$ cat src/rtl/snes_dejitter_gen.sv
// Dejitters SNES composite sync by gating GATE_CYCLES master clocks on every
// short (1360) line once line timing is locked, and divides MCLK into SC_o.
//
// state    | meaning
// ---------+----------------------------------------------------------
// UNLOCKED | counting consecutive valid lines toward LOCK_LINES
// LOCKED   | line timing trusted; short lines are compensated
module snes_dejitter_gen #(
  parameter int LONG_LEN    = 1364,
  parameter int SHORT_LEN   = 1360,
  parameter int H_MIN       = 1024,
  parameter int GATE_CYCLES = 4,
  parameter int LOCK_LINES  = 8,
  parameter int SC_DIV      = 3,
  parameter int CNT_W       = 11
) (
  input  logic             MCLK_i,
  input  logic             RST_i,
  input  logic             BYPASS_i,
  input  logic             CSYNC_i,
  output logic             CSYNC_o,
  output logic             GCLK_EN_o,
  output logic             SC_o,
  output logic             LOCKED_o,
  output logic             SHORT_LINE_o,
  output logic [CNT_W-1:0] LINE_LEN_o
);

  localparam logic [CNT_W-1:0] H_MAX     = '1;
  localparam logic [CNT_W-1:0] H_MIN_C   = CNT_W'(H_MIN);
  localparam logic [CNT_W-1:0] LONG_END  = CNT_W'(LONG_LEN - 1);
  localparam logic [CNT_W-1:0] SHORT_END = CNT_W'(SHORT_LEN - 1);
  localparam int               LC_W      = $clog2(LOCK_LINES + 1);
  localparam logic [LC_W-1:0]  LOCK_C    = LC_W'(LOCK_LINES);
  localparam int               SC_W      = (SC_DIV > 1) ? $clog2(SC_DIV) : 1;
  localparam logic [SC_W-1:0]  SC_LAST   = SC_W'(SC_DIV - 1);
  localparam logic [2:0]       GATE_C    = 3'(GATE_CYCLES);

  typedef enum logic {
    UNLOCKED = 1'b0,
    LOCKED   = 1'b1
  } lock_state_t;

  lock_state_t      state, state_nxt;
  logic [LC_W-1:0]  lock_cnt, lock_cnt_nxt;
  logic [CNT_W-1:0] h_cnt;
  logic [2:0]       g_cyc;
  logic [SC_W-1:0]  sc_ctr;
  logic             csync_prev;
  logic             csync_q;
  logic             gclk_en_q;
  logic             sc_q;
  logic             short_q;
  logic             sync_fall;
  logic             line_start;
  logic             line_valid;
  logic             h_sat;
  logic             comp_trig;
  logic             gate_hold;

  // Falling edges early in the line are equalisation/serration pulses.
  assign sync_fall  = csync_prev & ~CSYNC_i;
  assign line_start = sync_fall & (h_cnt >= H_MIN_C);
  assign line_valid = (h_cnt == LONG_END) | (h_cnt == SHORT_END);
  assign h_sat      = (h_cnt == H_MAX);
  assign comp_trig  = line_start & (h_cnt == SHORT_END) & (state == LOCKED) & ~BYPASS_i;
  assign gate_hold  = (g_cyc > 3'd1);

  assign CSYNC_o      = BYPASS_i ? CSYNC_i : csync_q;
  assign GCLK_EN_o    = gclk_en_q;
  assign SC_o         = sc_q;
  assign LOCKED_o     = (state == LOCKED);
  assign SHORT_LINE_o = short_q;

  always_ff @(posedge MCLK_i) begin
    if (RST_i) begin
      csync_prev <= 1'b1;
      h_cnt      <= '0;
      LINE_LEN_o <= '0;
    end else begin
      csync_prev <= CSYNC_i;
      if (line_start) begin
        h_cnt      <= '0;
        LINE_LEN_o <= h_cnt;
      end else if (!h_sat) begin
        h_cnt <= h_cnt + CNT_W'(1);
      end
    end
  end

  always_ff @(posedge MCLK_i) begin
    if (RST_i) begin
      state    <= UNLOCKED;
      lock_cnt <= '0;
    end else begin
      state    <= state_nxt;
      lock_cnt <= lock_cnt_nxt;
    end
  end

  always_comb begin
    state_nxt    = state;
    lock_cnt_nxt = lock_cnt;
    if (state == UNLOCKED) begin
      if (line_start) begin
        if (line_valid) begin
          lock_cnt_nxt = lock_cnt + LC_W'(1);
          if (lock_cnt_nxt == LOCK_C) begin
            state_nxt = LOCKED;
          end
        end else begin
          lock_cnt_nxt = '0;
        end
      end
    end else begin
      if ((line_start && !line_valid) || h_sat) begin
        state_nxt    = UNLOCKED;
        lock_cnt_nxt = '0;
      end
    end
  end

  // The output sync is frozen while the gate is open so its falling edge
  // slips by exactly the number of swallowed MCLK cycles.
  always_ff @(posedge MCLK_i) begin
    if (RST_i) begin
      g_cyc     <= 3'd0;
      csync_q   <= 1'b1;
      gclk_en_q <= 1'b1;
      short_q   <= 1'b0;
    end else begin
      short_q   <= comp_trig;
      gclk_en_q <= (g_cyc == 3'd0) | BYPASS_i;
      if (comp_trig) begin
        g_cyc <= GATE_C;
      end else if (g_cyc != 3'd0) begin
        g_cyc <= g_cyc - 3'd1;
      end
      if (!comp_trig && !gate_hold) begin
        csync_q <= CSYNC_i;
      end
    end
  end

  always_ff @(posedge MCLK_i) begin
    if (RST_i) begin
      sc_ctr <= '0;
      sc_q   <= 1'b0;
    end else if (sc_ctr == SC_LAST) begin
      sc_ctr <= '0;
      sc_q   <= ~sc_q;
    end else begin
      sc_ctr <= sc_ctr + SC_W'(1);
    end
  end

endmodule

$ cat config.mk
export PLATFORM = sky130hd
export DESIGN_NAME = snes_dejitter_gen
export DESIGN_NICKNAME = d
export VERILOG_FILES = /design/src/rtl/snes_dejitter_gen.sv
export SDC_FILE = /design/constraint.sdc
export NUM_CORES = 1
export LEC_CHECK = 0
export ABC_CLOCK_PERIOD_IN_PS = 1350
export CAP_MARGIN = 15
export CORE_MARGIN = 8
export CORE_UTILIZATION = 40
export CTS_BUF_LIST = sky130_fd_sc_hd__clkbuf_8 sky130_fd_sc_hd__clkbuf_16
export DETAILED_ROUTE_END_ITERATION = 10
export PLACE_DENSITY_LB_ADDON = 0.15
export SETUP_SLACK_MARGIN = 0.15
export SLEW_MARGIN = 20
export SYNTH_ARGS = -nofsm -noshare
export SYNTH_HDL_FRONTEND = slang
export SYNTH_SLANG_ARGS = --single-unit
export TNS_END_PERCENT = 50
$ cat constraint.sdc
create_clock -name MCLK_i -period 1.35 [get_ports MCLK_i]
set_input_delay 0.3375 -clock MCLK_i [delete_from_list [all_inputs] [get_ports MCLK_i]]
set_output_delay 0.3375 -clock MCLK_i [all_outputs]
set_load 0.01 [all_outputs]
==> metrics, run 1 <==
Max Clock Skew 9.10 ps; core area 0.00406 mm^2; via count 1,615; Required @ worst endpoint 1520 ps; Synth area leaders dfxtp_1, nand2_1, ha_1; First-pass DRT Iterations 4; Synth async-reset ratio 0%; area leader, netlist dfxtp_1; final wirelength 4650 um; Yosys cell types 45; Yosys reg bits 37; min Tclk post-route 1350 ps; worst setup margin -0.975 ps; initial antenna violation count 0; Tightest Pin Transition 372 ps; number of enable flip-flop cells after synthesis 0; Die ar. 0.00660 mm^2; antenna diode count 0; Synth Flop Type dfxtp_1; RD Place Congestion 0.888; final hold vios 0; H-tree Lvls 2; Leak 1.07 nW; Crit. End Element register; Via density 5.26; Final setup violation count 1; # hold bufs at CTS 0; Pwr Density 1090 mW/mm^2; Routed wire per std cell 15.1 um; die height 81.2 um; period utilization 100%; top-area cell type share of the netlist area 43.5%; Port Buf Inserts 19; Clock Pin Slew Worst Setup and Hold Paths 70 ps; TritonCTS clock tree built; Iter 0 DRT Violations 82; Mapped Cells 193; # rows 23; RSZ-0062 raised after global routing true; Clock Sinks 37; outcome finished with violations; Crit Path Max Fanout 5; r2r setup slk -1 ps; Synth warnings 0; CP endpoint csync_q; sequential fraction of the synthesis area 43.5%; Net Sw Frac 28.6%; Post-Route Utilization 63.2%; Syn Nets 204; failing checks setup timing; Filler Cell Count 326; worst reg2reg path depth 5; CTS max path bufs 2; Root Buffer clkbuf_8; worst flop-to-flop path startpoint h_cnt[0]; Power Total 2.80 mW; gr ovfl total 0; mapped cell area 0.00170 mm^2; Net Sw Power 0.801 mW; global-route wire length before repair 7620 um; Max-cap violations 0; crit path from h_cnt[0]; fraction of layout cells with a size suffix above 1 54.9%; GRT Overall Usage 14.5%; vias in the first global route 1,649; total CTS buffers 5; FMAX 0.740 GHz; Int Power 2.00 mW; Area growth syn-to-layout 50.7%; I/O pin total 20; largest net degree at the start of global routing 15; hpwl dp 2980 um; Syn Area/Cell 8.82 um^2; starting density of the core 41.9%; Logic pwr share 28.5%; CP Launch Type register; worst ir drop on vdd 0.000558 V; Arr. time, crit path 1520 ps; worst relative slew slack 75.2%; synth cell count leaders dfxtp_1, nand2_1, nor2_1; Crit Reg-Reg Endpoint csync_q; final net count 267; most common cell in the netlist dfxtp_1; Slew Limit Fails 0; WHS 323 ps; critical setup path kind register to register; Clk Latency, worst-skew pair 290 ps; Die W 81.2 um; Hold Crit Class primary input to register; Reg power frac 44.8%; Post-DRT Antenna Nets 0; clock group share of total power 26.7%; DRC errors left 0
==> how the worst min path moves through the flow <==
stage          slack, ps  depth (start not counted)       from    endpoint
3_5_place_dp         420                          1  sc_ctr[0]   sc_ctr[0]
6_report             320                          2    CSYNC_i  csync_prev
5_1_grt              340                          2    CSYNC_i  csync_prev
2_1_floorplan        400                          1  sc_ctr[0]   sc_ctr[0]
4_1_cts              430                          1  sc_ctr[0]   sc_ctr[0]
3_3_place_gp         410                          1  sc_ctr[0]   sc_ctr[0]
==> flip-flops by register name, indices dropped and copies added, names as in the netlist, 2 cells and up <==
name and cells:
lock_cnt 4, h_cnt 11, g_cyc 3, sc_ctr 2, LINE_LEN_o 11
==> cell usage in the layout, fill, tap and decap left out, drive strengths merged, types with 5 or more instances in the layout <==
| cell type | netlist | final |
|---|---|---|
| nand2 | 26 | 26 |
| and3 | 9 | 9 |
| dfxtp | 37 | 37 |
| buf | 5 | 59 |
| nor3 | 6 | 6 |
| a21oi | 16 | 16 |
| clkbuf | 4 | 8 |
| nand3 | 11 | 11 |
| xnor2 | 5 | 5 |
| nor2 | 21 | 21 |
| ha | 7 | 7 |
==> final cells by class <==
type	count	area (um^2)	share of cell area, %
multi-input combinational	143	1140	44.4
sequential	37	783	30.6
timing repair buffer	65	475	18.5
clock buffer	5	68.8	2.68
tap	50	62.6	2.44
clock inverter	3	17.5	0.683
inverter	4	17.5	0.683
==> timing repair <==
action / CTS / global route
gates resized for setup: 102 / 42
setup endpoints to repair: 49 / 43
buffers inserted: 12 / 5
pin swaps: 26 / 12
gates cloned: 0 / 0
==> per-layer routing <==
| layer | share of wire, % | global-route usage, % | vias up |
|---|---|---|---|
| met3 | 4.6 | 3.75 | 6 |
| met5 | 0 | 0 | - |
| met2 | 50 | 24.9 | 35 |
| met1 | 44 | 16.6 | 774 |
| met4 | 1.4 | 5.89 | 0 |
| li1 | - | - | 800 |
==> stage by stage <==
step                TNS (ps)  instance area [um^2]  cells  setup slack [ps]
floorplan                  0                  1730    193              75.2
global placement      -10290                  2160    282              -616
detailed placement    -10740                  2160    282              -621
CTS                        0                  2500    302              20.8
global route            -237                  2560    307             -45.6
finish                -0.975                  2560    307            -0.975
==> cells by family after synthesis <==
group	share of synthesized area (%)
xor+xnor	4.63
fa+ha+maj	5.15
compound gates	13.2
simple gates	27.9
flops	43.5
buf+inv	3.16
mux	2.43
==> worst max-delay path: stages (launching register included) <==
cell	delay (ps)
dfxtp_2	340
ha_4	180
and3_4	180
nand4_1	130
o21ai_1	90
a221o_1	320
==> power groups by stage <==
stage / combinational [mW] / clock (mW) / sequential, mW
floorplan: 0.337 / 0 / 1.26
detailed placement: 0.499 / 0 / 1.27
CTS: 0.725 / 0.769 / 1.24
finish: 0.798 / 0.748 / 1.25
global route: 0.878 / 0.821 / 1.26
global placement: 0.476 / 0 / 1.26
(Power assumes the default switching activity.)
==> run 2: changes to the inputs <==
--- a/config.mk
+++ b/config.mk
@@ -10,6 +10,7 @@
 export CORE_MARGIN = 8
 export CORE_UTILIZATION = 40
 export CTS_BUF_LIST = sky130_fd_sc_hd__clkbuf_8 sky130_fd_sc_hd__clkbuf_16
+export CTS_CLUSTER_DIAMETER = 80
 export DETAILED_ROUTE_END_ITERATION = 10
 export PLACE_DENSITY_LB_ADDON = 0.15
 export SETUP_SLACK_MARGIN = 0.15
==> results of run 2 <==
Same layout as run 1: the final DEF is identical, and so are final timing and power.
==> run 3: changes to the inputs <==
--- a/config.mk
+++ b/config.mk
@@ -13,7 +13,8 @@
 export CTS_CLUSTER_DIAMETER = 80
 export DETAILED_ROUTE_END_ITERATION = 10
 export PLACE_DENSITY_LB_ADDON = 0.15
-export SETUP_SLACK_MARGIN = 0.15
+export RECOVER_POWER = 100
+export SETUP_SLACK_MARGIN = 0.2
 export SLEW_MARGIN = 20
 export SYNTH_ARGS = -nofsm -noshare
 export SYNTH_HDL_FRONTEND = slang
==> run 3 against run 2 <==
  * The flow still finishes with violations (setup timing)
  * Clock skew fell by 4.0 ps
  * Non-clock buffer count fell by 3
  * Critical path depth did not move
  * Final area fell by 4.5%
  * Total power fell by 4.3%
  * Sequential share of layout area rose by 1.5 points
  * Combinational power fell by 14%
  * Maximum frequency fell by 0.20%
  * Sequential power barely moved
  * Worst setup slack got worse by 2.7 ps
  * Register-to-register slack barely moved
  * Global-route usage fell by 0.67 points
  * Critical path type unchanged
  * Largest cell class unchanged
==> metrics, run 3 (same netlist as run 1, synthesis figures left out) <==
outcome finished with violations; failing checks setup timing; commonest non-fill, non-tap cells in the layout buf_4, nand2_1, dfxtp_1, nor2_1; Post-DRT Antenna Nets 0 (unchanged); initial antenna violation count 0 (unchanged); antenna diode count 0 (unchanged); Max-cap violations 0 (unchanged); Via density 5.14 (-2.2%); worst reg2reg path depth 5 (unchanged); clock group share of total power 27.3% (+0.6 points); Clk Latency, worst-skew pair 290 ps (about the same); Crit. End Element register; CP Launch Type register; FF/Latch Area 785 um^2 (+0.16%); Final setup violation count 1 (unchanged); Slew Limit Fails 0 (unchanged); worst ir drop on vdd 0.000435 V (-22%); leading cell type in the layout, fill and taps excluded buf_4; largest net degree at the start of global routing 15 (unchanged); RD Place Congestion 0.861 (-3.0%); period utilization 100% (+0.20 points); Net Sw Frac 27.9% (-0.76 points); post-route cell area 0.00245 mm^2 (-4.5%); Tightest Pin Transition 364 ps (-7.39 ps); Reg power frac 47.0% (+2.2 points); total CTS buffers 5 (unchanged); min Tclk post-route 1350 ps (+2.69 ps); Crit Reg-Reg Endpoint lock_cnt[1]; gr ovfl total 0 (unchanged); Root Buffer clkbuf_8; # rows 23 (unchanged); final wirelength 4260 um (-8.5%); critical setup path kind register to register; First-pass DRT Iterations 4 (unchanged); Pwr Density 1090 mW/mm^2 (+0.20%); crit path from h_cnt[0]; dpl cells 280 (-0.71%); starting density of the core 41.9% (unchanged); final net count 264 (-1.1%); Post-Place Worst Slack -631 ps (-9.47 ps); Filler Cell Count 340 (+4.3%); I/O pin total 20 (unchanged); TritonCTS clock tree built; Required @ worst endpoint 1540 ps (+20 ps); Hold Crit Class register to register; WHS 434 ps (+111 ps); CP endpoint lock_cnt[1]; Power Total 2.68 mW (-4.3%); DRC errors left 0 (unchanged); Net Sw Power 0.747 mW (-6.8%); # hold bufs at CTS 0 (unchanged); Routed wire per std cell 14.0 um (-7.6%); die height 81.2 um (unchanged); core area 0.00406 mm^2 (unchanged); Post-Route Utilization 60.3% (-2.8 points); Area growth syn-to-layout 43.9%; via count 1,564 (-3.2%); Leak 1.05 nW (-1.6%); hpwl dp 2920 um (-1.8%); worst relative slew slack 75.7% (+0.49 points); Non-Filler Instances 304 (-0.98%); fraction of layout cells with a size suffix above 1 48.4% (-6.4 points); worst flop-to-flop path startpoint h_cnt[0]; worst setup margin -3.67 ps (-2.69 ps); dpl cell area 0.00215 mm^2 (-0.46%); Clock Pin Slew Worst Setup and Hold Paths 70 ps (about the same); Crit Path Max Fanout 8 (+3); footprint of the multi-input gates 0.00105 mm^2 (-7.4%); Int Power 1.93 mW (-3.3%); final hold vios 0 (unchanged); r2r setup slk -4 ps (about the same); Max Clock Skew 5.14 ps (-3.97 ps); Arr. time, crit path 1540 ps (+20 ps); H-tree Lvls 2 (unchanged); Port Buf Inserts 19 (unchanged); biggest regs LINE_LEN_o: 11 flops, h_cnt: 11 flops, lock_cnt: 4 flops; FMAX 0.739 GHz (-0.20%); CTS max path bufs 2 (unchanged); Die W 81.2 um (unchanged); Logic pwr share 25.7% (-2.8 points); RSZ-0062 raised after global routing true; Clock Sinks 37 (unchanged); global-route wire length before repair 7200 um (-5.6%); GRT Overall Usage 13.8% (-0.67 points); vias in the first global route 1,582 (-4.1%); setup_tns -3.67 ps (-2.69 ps); Iter 0 DRT Violations 76 (-7.3%); Die ar. 0.00660 mm^2 (unchanged)
==> run 3: critical path, stage by stage (launching register included) <==
cell and delay, ps:
dfxtp_2 360, ha_4 160, and3_4 200, nand3_4 130, a32o_1 250, a21o_1 150
==> run 3: power by group through the flow <==
stage	clock [mW]	combinational, mW	sequential [mW]
2_1_floorplan	0	0.338	1.26
3_3_place_gp	0	0.475	1.26
3_5_place_dp	0	0.503	1.27
4_1_cts	0.763	0.676	1.25
5_1_grt	0.814	0.758	1.27
6_report	0.732	0.688	1.26
==> run 3: what timing repair did <==
action / 4_1_cts / 5_1_grt
endpoints found under the setup margin: 53 / 28
pin swaps: 12 / 7
buffers inserted: 13 / 3
gates resized for setup: 110 / 15
==> run 3: area by class of cell <==
cell class / count / share of cell area [%]
multi-input cells: 143 / 43.1
flip-flops and latches: 37 / 32.0
clock buffers: 5 / 2.81
inverters: 4 / 0.613
clock inverters: 3 / 0.562
repair buffers: 62 / 18.3
well taps: 50 / 2.55
==> run 3: how the worst min path moves through the flow <==
stage,startpoint,end,slack (ps),cells past startpoint
after detailed placement,sc_ctr[0],sc_ctr[0],430,1
after floorplan,sc_ctr[0],sc_ctr[0],400,1
after global routing,CSYNC_i,csync_prev,440,2
after global placement,sc_ctr[0],sc_ctr[0],410,1
after CTS,CSYNC_i,csync_prev,440,2
final,sc_ctr[0],sc_ctr[0],430,1
==> run 3: layer usage <==
layer	global-route usage (%)	part of all wire (%)
met5	0	0
met4	6.25	2.0
met3	3.20	3.9
met2	22.8	49
met1	16.6	45
